[src/rtl/instr_sequencer.sv]
// Multi-cycle fetch/decode/execute/memory sequencer for the 9-bit core.
// Gates PC, IR, RF write and data-memory strobes from decoder flags.
module instr_sequencer #(
  parameter int CNTW        = 16,
  parameter int MEM_TIMEOUT = 15
) (
  input  logic            Clk,
  input  logic            Reset_n,
  input  logic            start,
  input  logic            imem_ready,
  input  logic            RegWrite,
  input  logic            MemOrALU,
  input  logic            RegWriteSrc,
  input  logic            MemWrite,
  input  logic            Branch,
  input  logic            exit,
  input  logic            branch_taken,
  input  logic            dmem_ack,
  output logic            ir_load,
  output logic            pc_inc,
  output logic            pc_branch,
  output logic            reg_we,
  output logic            dmem_req,
  output logic            dmem_we,
  output logic            busy,
  output logic            done,
  output logic            mem_err,
  output logic [CNTW-1:0] instr_count
);

  localparam int TW = (MEM_TIMEOUT < 2) ? 1 : $clog2(MEM_TIMEOUT + 1);

  localparam logic [2:0] S_IDLE   = 3'd0;
  localparam logic [2:0] S_FETCH  = 3'd1;
  localparam logic [2:0] S_DECODE = 3'd2;
  localparam logic [2:0] S_EXEC   = 3'd3;
  localparam logic [2:0] S_MEM    = 3'd4;
  localparam logic [2:0] S_HALT   = 3'd5;
  localparam logic [2:0] S_ERR    = 3'd6;

  logic [2:0]      r_state;
  logic [2:0]      w_next;
  logic [TW-1:0]   r_timer;
  logic [CNTW-1:0] r_count;
  logic            w_is_load;
  logic            w_tk;
  logic            w_restart;
  logic            w_last_wait;

  assign w_is_load   = RegWrite & ~MemOrALU & ~RegWriteSrc;
  assign w_tk        = Branch & branch_taken;
  assign w_restart   = start & ((r_state == S_IDLE) | (r_state == S_HALT));
  assign w_last_wait = (r_timer == TW'(MEM_TIMEOUT - 1));

  assign busy        = (r_state == S_FETCH) | (r_state == S_DECODE) |
                       (r_state == S_EXEC)  | (r_state == S_MEM);
  assign done        = (r_state == S_HALT);
  assign mem_err     = (r_state == S_ERR);
  assign instr_count = r_count;

  // Next-state and per-cycle strobes from current state and inputs
  always_comb begin
    w_next    = r_state;
    ir_load   = 1'b0;
    pc_inc    = 1'b0;
    pc_branch = 1'b0;
    reg_we    = 1'b0;
    dmem_req  = 1'b0;
    dmem_we   = 1'b0;
    case (r_state)
      S_IDLE, S_HALT: begin
        if (start) w_next = S_FETCH;
      end
      S_FETCH: begin
        if (imem_ready) begin
          ir_load = 1'b1;
          w_next  = S_DECODE;
        end
      end
      S_DECODE: begin
        if (exit)                      w_next = S_HALT;
        else if (MemWrite | w_is_load) w_next = S_MEM;
        else                           w_next = S_EXEC;
      end
      S_EXEC: begin
        reg_we    = RegWrite;
        pc_branch = w_tk;
        pc_inc    = ~w_tk;
        w_next    = S_FETCH;
      end
      S_MEM: begin
        dmem_req = 1'b1;
        dmem_we  = MemWrite;
        if (dmem_ack) begin
          reg_we = w_is_load;
          pc_inc = 1'b1;
          w_next = S_FETCH;
        end else if (w_last_wait) begin
          w_next = S_ERR;
        end
      end
      S_ERR:   w_next = S_ERR;
      default: w_next = S_IDLE;
    endcase
  end

  // State register
  always_ff @(posedge Clk or negedge Reset_n) begin
    if (!Reset_n) r_state <= S_IDLE;
    else          r_state <= w_next;
  end

  // MEM wait timer, cleared whenever the FSM leaves MEM
  always_ff @(posedge Clk or negedge Reset_n) begin
    if (!Reset_n)
      r_timer <= '0;
    else if (r_state == S_MEM && !dmem_ack && w_next == S_MEM)
      r_timer <= r_timer + 1'b1;
    else
      r_timer <= '0;
  end

  // Fetched-instruction counter, saturating, cleared on (re)start
  always_ff @(posedge Clk or negedge Reset_n) begin
    if (!Reset_n)
      r_count <= '0;
    else if (w_restart)
      r_count <= '0;
    else if (ir_load && r_count != {CNTW{1'b1}})
      r_count <= r_count + 1'b1;
  end

endmodule

[config.mk]
export PLATFORM = sky130hd
export DESIGN_NAME = instr_sequencer
export DESIGN_NICKNAME = d
export VERILOG_FILES = /design/src/rtl/instr_sequencer.sv
export SDC_FILE = /design/constraint.sdc
export NUM_CORES = 1
export LEC_CHECK = 0
export ABC_AREA = 0
export CELL_PAD_IN_SITES_DETAIL_PLACEMENT = 2
export CELL_PAD_IN_SITES_GLOBAL_PLACEMENT = 2
export CORE_MARGIN = 2
export CORE_UTILIZATION = 32
export CTS_BUF_LIST = sky130_fd_sc_hd__clkbuf_4 sky130_fd_sc_hd__clkbuf_8 sky130_fd_sc_hd__clkbuf_16
export DETAILED_ROUTE_END_ITERATION = 6
export DONT_BUFFER_PORTS = 1
export GPL_TIMING_DRIVEN = 0
export PLACE_DENSITY = 0.69
export SKIP_CTS_REPAIR_TIMING = 1
export SLEW_MARGIN = 5
export SYNTH_ARGS = -nofsm -noshare
export SYNTH_HDL_FRONTEND = slang
export SYNTH_SLANG_ARGS = --single-unit
[constraint.sdc]
create_clock -name Clk -period 1.8 [get_ports Clk]
set_clock_uncertainty 0.1 [all_clocks]
set_input_delay 0.18 -clock Clk [delete_from_list [all_inputs] [get_ports Clk]]
set_output_delay 0.18 -clock Clk [all_outputs]
set_load 0.05 [all_outputs]
## After elaboration in Yosys (flattened, before gate mapping)

Index checks and enable logic that the tools add are counted.

- Div/mod/pow operators: 0
- Equal/unequal tests: 9
- Bitwise logic cells: 12
- $mul: 0
- Muxes and demuxes: 19
- $add $sub $neg: 2
- Shift operators: 0
- Reductions and logical operators: 7
- Magnitude comparators: 0

Operators with widths:

| operator | count |
|---|---|
| $mux 16 | 2 |
| $mux 3 | 6 |
| $pmux 3 s6 | 1 |
| $add 16x1->16 const B | 1 |
| $ne 16x16->1 const B | 1 |
| $eq 3x3->1 const B | 4 |
| $mux 1 | 7 |
| $eq 3x2->1 const B | 2 |
| $or 1x1->1 | 5 |
| $add 4x1->4 const B | 1 |
| $and 1x1->1 | 4 |
| $eq 4x4->1 const B | 1 |
| $mux 4 | 1 |
| $pmux 1 s2 | 2 |
| $eq 3x1->1 const B | 1 |
| $logic_and 1x1->1 | 3 |
| $logic_not 3->1 | 1 |
| $not 1->1 | 3 |
| $reduce_bool 2->1 | 1 |
| $reduce_or 2->1 | 1 |
| $logic_not 1->1 | 1 |

- Bits in writable memories: 0
- Output and inout port bits: 25
- Bits in registers: 23
- Memory bits (read-only): 0
- Memories: 0
- Latch bits: 0
- Bits of input ports: 12

## Depth between registers and ports, before layout

Gate-level depths: netlist of the first run.

- Depth in word-level cells: 10
- Gate-level depth with buffers: 7
- Mapped depth without buffers: 5

## Least setup slack after synthesis of the first run

No wires, ideal clock.

- Kind: register -> output
- Start point: register r_state[0]
- End point: output reg_we
- Cell stages (with the launch flop): 7
- Data arrival time: 2.385 ns
- Path slack: -0.865 ns
- Path through: dfrtp_1 buf_6 nor2_1 nand2_1 inv_1 nand3_1 a21boi_0

- Word-level cells in the longest chain between the ends: 2
- Elaborated cells on any way between the ends: 3

RTL lines:

| what | RTL line | text |
|---|---|---|
| start, declared | 41 | `logic [2:0] r_state;` |
| start signal, assigned | 110 | `else r_state <= w_next;` |
| $eq 3x3->1 / $eq 3x2->1 (equally long branches) | 70 | `case (r_state)` |
| $pmux 1 s2 * | 70 |  |
| end, declared | 22 | `output logic reg_we,` |

Every way passes the cells marked *; elsewhere a longest branch is shown, timed or not.

## Worst setup path in the final report of the first run

- Start point: register r_count[0], in the netlist instr_count[0]
- End point: register r_count[2], in the netlist instr_count[2]

- Word-level cells in the longest chain between the ends: 3
- Elaborated cells on any way between the ends: 6

RTL lines:

| what | RTL line | text |
|---|---|---|
| start, declared | 44 | `logic [CNTW-1:0] r_count;` |
| start signal, assigned | 130 | `r_count <= r_count + 1'b1;` |
| $add 16x1->16 / $ne 16x16->1 (equally long branches) | 130, 129 |  |
| $mux 16 / $logic_and 1x1->1 (equally long branches) | 129 | `else if (ir_load && r_count != {CNTW{1'b1}})` |
| $mux 16 / $reduce_bool 2->1 (equally long branches) | n/a |  |

Several ways; a longest one is shown, not always the timed one. The select of a mux whose other input is x is not followed.
A chain may end at the register's enable or synchronous reset.

==> results of run 1 <==
-- kinds of logic (layout without fill, tap and decap cells) --
| logic type | count (synthesis) | after routing |
|---|---|---|
| mux | 7 | 7 |
| xor+xnor | 4 | 4 |
| fa+ha+maj | 3 | 3 |
| flops | 23 | 23 |
| simple gates | 73 | 73 |
| buf+inv | 15 | 31 |
| compound gates | 32 | 32 |
-- routing by layer --
layer,share of wire,vias to the layer above
li1,-,609
met1,0.44,668
met2,0.51,20
met3,0.040,4
met4,0.0082,0
met5,0,-
-- where the power goes --
part | total, W | internal [W] | switching [W]
Clock | 0.000332 | 0.000155 | 0.000177
Combinational | 0.00106 | 0.000334 | 0.000724
Sequential | 0.000781 | 0.000599 | 0.000182
Total | 0.00217 | 0.00109 | 0.00108
-- worst max-delay path, stage by stage, from the launching register on --
cell and delay, ns:
dfrtp_4 0.59, ha_4 0.20, nand4_1 0.17, buf_4 0.16
nor4_4 0.04, buf_6 0.14, buf_4 0.14, or3_1 0.35
a21oi_1 0.17
-- path summary, 6_finish.rpt --
check                                         endpoint  slack, ns  cells after the start
min in group asynchronous  instr_count[15]$_DFFE_PN0P_       0.24                      2
max in group asynchronous   instr_count[3]$_DFFE_PN0P_       1.19                      2
max                         instr_count[2]$_DFFE_PN0P_      -0.34                      8
min reg2reg                       r_timer[0]$_DFF_PN0_       0.41                      1
max reg2reg                 instr_count[2]$_DFFE_PN0P_      -0.34                      8
min                               r_state[1]$_DFF_PN0_      -0.03                      1
-- layout make-up --
type,instances,share of cell area
buffer,5,0.0195
clock buffer,3,0.0222
clock inverter,1,0.00270
inverter,9,0.0222
multi-input combinational,119,0.505
sequential,23,0.329
tap,50,0.0337
timing repair buffer,13,0.0660
-- per-stage QoR --
stage          hold WS, ns  std cells  setup WS, ns
2_1_floorplan       -0.216        157        -0.253
3_3_place_gp        -0.215        207        -0.558
3_5_place_dp        -0.215        207        -0.605
4_1_cts             -0.511        211        -0.721
5_1_grt            0.00848        223        -0.497
6_report           -0.0258        223        -0.345
-- Yosys cell counts, types with 2 or more instances --
cell type,instances
nand2_1,20
xnor2_1,3
nand2b_1,2
clkbuf_1,2
dfrtp_1,23
ha_1,3
o31ai_1,5
nor3_1,5
nor2_1,11
or3_1,3
a21oi_1,11
mux2i_1,7
o21ai_0,6
nand3_1,8
nand4_1,5
inv_1,9
or4_1,8
nor4_1,2
-- sequential cells by signal (all words and copies together), names as in the netlist --
register	cells
r_timer	4
r_state	3
instr_count	16
==> summary.md, run 1 <==
| Metric | Value |
|---|---|
| DP Wirelength | `2830 um` |
| RSZ-0062 raised after global routing | `yes` |
| Total power | `0.00217 W` |
| H-tree depth | `1` |
| Fraction of the mapped netlist area in compound gates | `0.147` |
| Worst setup margin | `-0.345 ns` |
| Area occupied by multi-input gates | `937 um2` |
| Setup violators final | `19` |
| Setup crit end kind | `flip-flop` |
| Max clock buf depth | `2` |
| Post-Place Cell Area | `0.00152 mm2` |
| Top cells by area, synth | `dfrtp_1, nand2_1, mux2i_1, or4_1, a21oi_1` |
| Reg2reg start | `instr_count[0]$_DFFE_PN0P_` |
| Largest family of logic cells by synthesized area | `simple AND/OR/NAND/NOR gates` |
| # IOs | `37` |
| Peak fanout along the critical path | `6` |
| Post-route DRC | `0` |
| Relative slew slack | `0.265` |
| Drt total wl | `4150 um` |
| CP Launch Type | `flip-flop` |
| Fmax achieved | `0.466 GHz` |
| Crit path required time | `1.88 ns` |
| Seq/Total Area, Yosys | `0.417` |
| Hold Slack | `-0.0258 ns` |
| Critical path class | `reg2reg` |
| Met2 Use GR | `0.259` |
| Grt ovf | `0` |
| CTS Sinks | `23` |
| DIE WIDTH | `a little under 70 um` |
| Routed wire length per instance | `around 19 um` |
| Layout cell share with drive strength beyond 1 | `0.387` |
| Worst hold path type | `in2reg` |
| Global Route Usage Sum | `0.161` |
| DRT antenna net count | `0` |
| GRT met3 Usage | `0.0480` |
| Most common cell after layout, fill and taps aside | `nand2_1` |
| Setup TNS | `-5.14 ns` |
| TritonRoute pass-1 iters | `4` |
| Tightest Pin Transition | `1.09 ns` |
| CTS tree | `yes` |
| Initial Util | `0.337` |
| Leakage | `0.660 nW` |
| Clk Latency, worst-skew pair | `0.26 ns` |
| Area share of fa/ha/maj cells after synthesis | `0.0272` |
| Syn Area/Cell | `~8.8 um2` |
| Crit share post-route | `1.19` |
| Nets | `189` |
| Met1 Track Usage GR | `0.208` |
| Max-slew violations | `0` |
| Tmin final | `~2.1 ns` |
| Final Hold Viols | `1` |
| Largest net degree at the start of global routing | `24` |
| Number of global-route vias before repair | `1,312` |
| Vias | `1,301` |
| FP Rows | `23` |
| Filler instances | `446` |
| Post-synth cell types | `42` |
| Max Cap Viol | `0` |
| Vias per std cell | `roughly 6` |
| Port bufs | `0` |
| Post-synth ARST share | `1.00` |
| Core region area | `0.00409 mm2` |
| Fin util | `0.454` |
| Global-route wire length before repair | `6420 um` |
| Mapped cell area | `0.00138 mm2` |
| Clk slew on worst S/H paths | `about 0.090 ns` |
| Top FF cell, synth | `dfrtp_1` |
| First-iteration detailed-routing DRC count | `35` |
| Pwr Density | `1170 mW/mm2` |
| HP Start | `dmem_ack` |
| Die area | `slightly below 0.005 mm2` |
| Synthesized instance count | `157` |
| Worst setup path startpoint | `instr_count[0]$_DFFE_PN0P_` |
| Commonest cells after routing, fill and taps aside | `nand2_1, dfrtp_2, a21oi_1` |
| RePlAce Congestion | `just over 0.7` |
| Leading area contributor after synthesis | `dfrtp_1` |
| Simple-gate share of the synthesized area | `0.284` |
| Area growth from synthesis to layout | `34.7%` |
| Clock root buffer | `clkbuf_8` |
| Net Count, Synth | `~170` |
| Ant. Diodes | `0` |
| Number of synthesized register bits | `23` |
| Data arrival, critical path | `around 2.2 ns` |
| Failing checks | `negative hold slack, negative setup slack` |
| Mux contribution to synthesized area | `0.0508` |
| Post-Synth XOR/XNOR Area | `0.0254` |
| Post-route cell area | `roughly 0.0019 mm2` |
| Die Y | `69.6 um` |
| Top cell type's share of synthesized area | `0.417` |
| Number of flops mapped to enable cells by yosys | `0` |
| Worst VDD drop | `924 uV` |
| Initial antenna violation count | `0` |
| GRT busiest layer | `met2` |
| CTS buffer count | `3` |
| Reg area | `611 um2` |
| Yosys Warn Count | `0` |
| Status | `complete, but fails checks` |
No activity file was read; power rests on OpenSTA's default activity.
==> run 2: changes to the inputs <==
==> constraint.sdc (replaced) <==
create_clock -name Clk -period 1.8 [get_ports Clk]
set_clock_uncertainty 0.1 [all_clocks]
set_input_delay 0.36 -clock Clk [delete_from_list [all_inputs] [get_ports Clk]]
set_output_delay 0.36 -clock Clk [all_outputs]
set_load 0.05 [all_outputs]
==> run 2 against run 1 <==
  * The run ends with negative setup slack left
  * First-iteration DRC count is 83% higher
  * Non-clock buffer count is 11 higher
  * Critical path depth is 2 lower
==> summary.md, run 2 (synthesis results as in run 1) <==
| Metric | Value |
|---|---|
| CP Launch Type | `flip-flop` |
| Hold path depth | `1` |
| Core region area | `0.00409 mm2` |
| TritonRoute pass-1 iters | `4` |
| Setup violators final | `22` |
| Most common cell after layout, fill and taps aside | `nand2_1` |
| Number of global-route vias before repair | `1,453` |
| Global Route Usage Sum | `0.180` |
| Hold Slack | `between 0.1 and 0.15 ns` |
| Clk network pwr share | `0.137` |
| Initial Util | `0.337` |
| Worst stage delay on the critical path | `0.38 ns` |
| # IOs | `37` |
| Crit path cell chain | `buf_6, nor2_4, nand2_2, clkinvlp_4, nand3_2, a21boi_4` |
| Crit path required time | `between 1 and 1.5 ns` |
| Clk Latency, worst-skew pair | `0.28 ns` |
| RePlAce Congestion | `0.685` |
| Switching power | `0.00125 W` |
| Fmax achieved | `0.448 GHz` |
| Worst setup margin | `-0.431 ns` |
| Cell Int Power | `0.00133 W` |
| CP top delay family | `buffers and inverters` |
| CTS tree | `yes` |
| GRT met3 Usage | `0.0567` |
| Die Y | `69.6 um` |
| CP max stage cell | `dfrtp_1` |
| Routed wire length per instance | `22.9 um` |
| Vias | `between 1,000 and 1,500` |
| FF-to-FF path depth | `5` |
| Buf/Inv on CP | `2` |
| CTS Sinks | `23` |
| Grt ovf | `0` |
| Clock root buffer | `clkbuf_8` |
| Nets | `200` |
| Switching Fraction | `0.486` |
| DRT antenna net count | `0` |
| Worst VDD drop | `approximately 590 uV` |
| Drt total wl | `5350 um` |
| Leakage | `0.723 nW` |
| DIE WIDTH | `69.6 um` |
| Max-slew violations | `0` |
| Clk slew on worst S/H paths | `0.09 ns` |
| Relative slew slack | `0.565` |
| R2R setup slack | `-0.37 ns` |
| Post-route DRC | `0` |
| H-tree depth | `1` |
| Hold Path Sink | `r_state[1]$_DFF_PN0_` |
| Comb power frac | `0.555` |
| Layout cell share with drive strength beyond 1 | `0.543` |
| Failing checks | `negative setup slack` |
| Setup crit end kind | `output port` |
| Reg power frac | `0.309` |
| Final Hold Viols | `0` |
| Peak fanout along the critical path | `5` |
| Tmin final | `2.23 ns` |
| Post-Place Cell Area | `0.00153 mm2` |
| HP Start | `dmem_ack` |
| Max FFs per register | `16` |
| Area growth from synthesis to layout | `51.5%` |
| First-iteration detailed-routing DRC count | `64` |
| Met1 Track Usage GR | `0.209` |
| DP Wirelength | `3100 um` |
| Pwr Density | `around 1200 mW/mm2` |
| Commonest cells after routing, fill and taps aside | `nand2_1, buf_4, a21oi_2, dfrtp_2` |
| Port bufs | `0` |
| GRT busiest layer | `met2` |
| Tightest Pin Transition | `0.649 ns` |
| Met2 Use GR | `0.328` |
| Die area | `approximately 0.0048 mm2` |
| Status | `complete, but fails checks` |
| Max Cap Viol | `0` |
| Worst hold path type | `in2reg` |
| Largest net degree at the start of global routing | `24` |
| Total power | `around 0.0026 W` |
| Post-route cell area | `0.00209 mm2` |
| Critical path class | `reg2out` |
| Data arrival, critical path | `1.77 ns` |
| Crit share post-route | `1.24` |
| Initial antenna violation count | `0` |
| CTS buffer count | `3` |
| Ant. Diodes | `0` |
| Global-route wire length before repair | `7210 um` |
| Vias per std cell | `approximately 5.8` |
| RSZ-0062 raised after global routing | `yes` |
| DP Worst Slack | `-0.604 ns` |
| Critical R2R Capture | `instr_count[11]$_DFFE_PN0P_` |
| Reg2reg start | `r_state[1]$_DFF_PN0_` |
| Max clock buf depth | `2` |
| FP Rows | `23` |
-- run 2: layout make-up --
cell class                      count  area, um2
Buffer                              5       53.8
Clock buffer                        3       41.3
Clock inverter                      1       7.51
Fill cell                         408       2000
Inverter                            9       48.8
Multi-Input combinational cell    119       1030
Sequential cell                    23        614
Tap cell                           50       62.6
Timing Repair Buffer               24        235
-- run 2: how the worst max path moves through the flow --
stage                                          start                    endpoint  slack (ns)  cells after the start
after floorplan           instr_count[0]$_DFFE_PN0P_  instr_count[8]$_DFFE_PN0P_       -0.25                      6
after global placement    instr_count[0]$_DFFE_PN0P_  instr_count[0]$_DFFE_PN0P_       -0.55                      5
after detailed placement  instr_count[0]$_DFFE_PN0P_  instr_count[0]$_DFFE_PN0P_       -0.60                      5
after CTS                       r_state[2]$_DFF_PN0_                      reg_we       -0.75                      5
after global routing            r_state[0]$_DFF_PN0_                      reg_we       -0.51                      6
final                           r_state[0]$_DFF_PN0_                      reg_we       -0.43                      6
-- run 2: metrics by stage --
stage / std cells / TNS, ns / util
finish: 234 / -5.54 / 0.511
CTS: 211 / -11.98 / 0.387
floorplan: 157 / -3.26 / -
global placement: 207 / -7.76 / 0.375
global route: 234 / -7.38 / 0.511
detailed placement: 207 / -9.25 / 0.375
-- run 2: per-layer routing --
metal  part of all wire  wire length (um)
met3              0.043               232
met1               0.42              2250
met4             0.0022                12
met2               0.53              2860
met5                  0                 0
-- run 2: worst reg2reg max path: cells and delay by family, from the launching register on --
kind / cells / cell delay [ns]
flops: 1 / 0.46
simple gates: 3 / 1.24
buf+inv: 1 / 0.15
compound gates: 1 / 0.13
-- run 2: power by group through the flow --
stage | Sequential (W) | Clock (W) | Combinational (W)
3_3_place_gp | 0.000779 | 0 | 0.000859
3_5_place_dp | 0.000786 | 0 | 0.000895
5_1_grt | 0.000815 | 0.000392 | 0.00154
2_1_floorplan | 0.000755 | 0 | 0.000739
6_report | 0.000797 | 0.000353 | 0.00143
4_1_cts | 0.000776 | 0.000356 | 0.000898
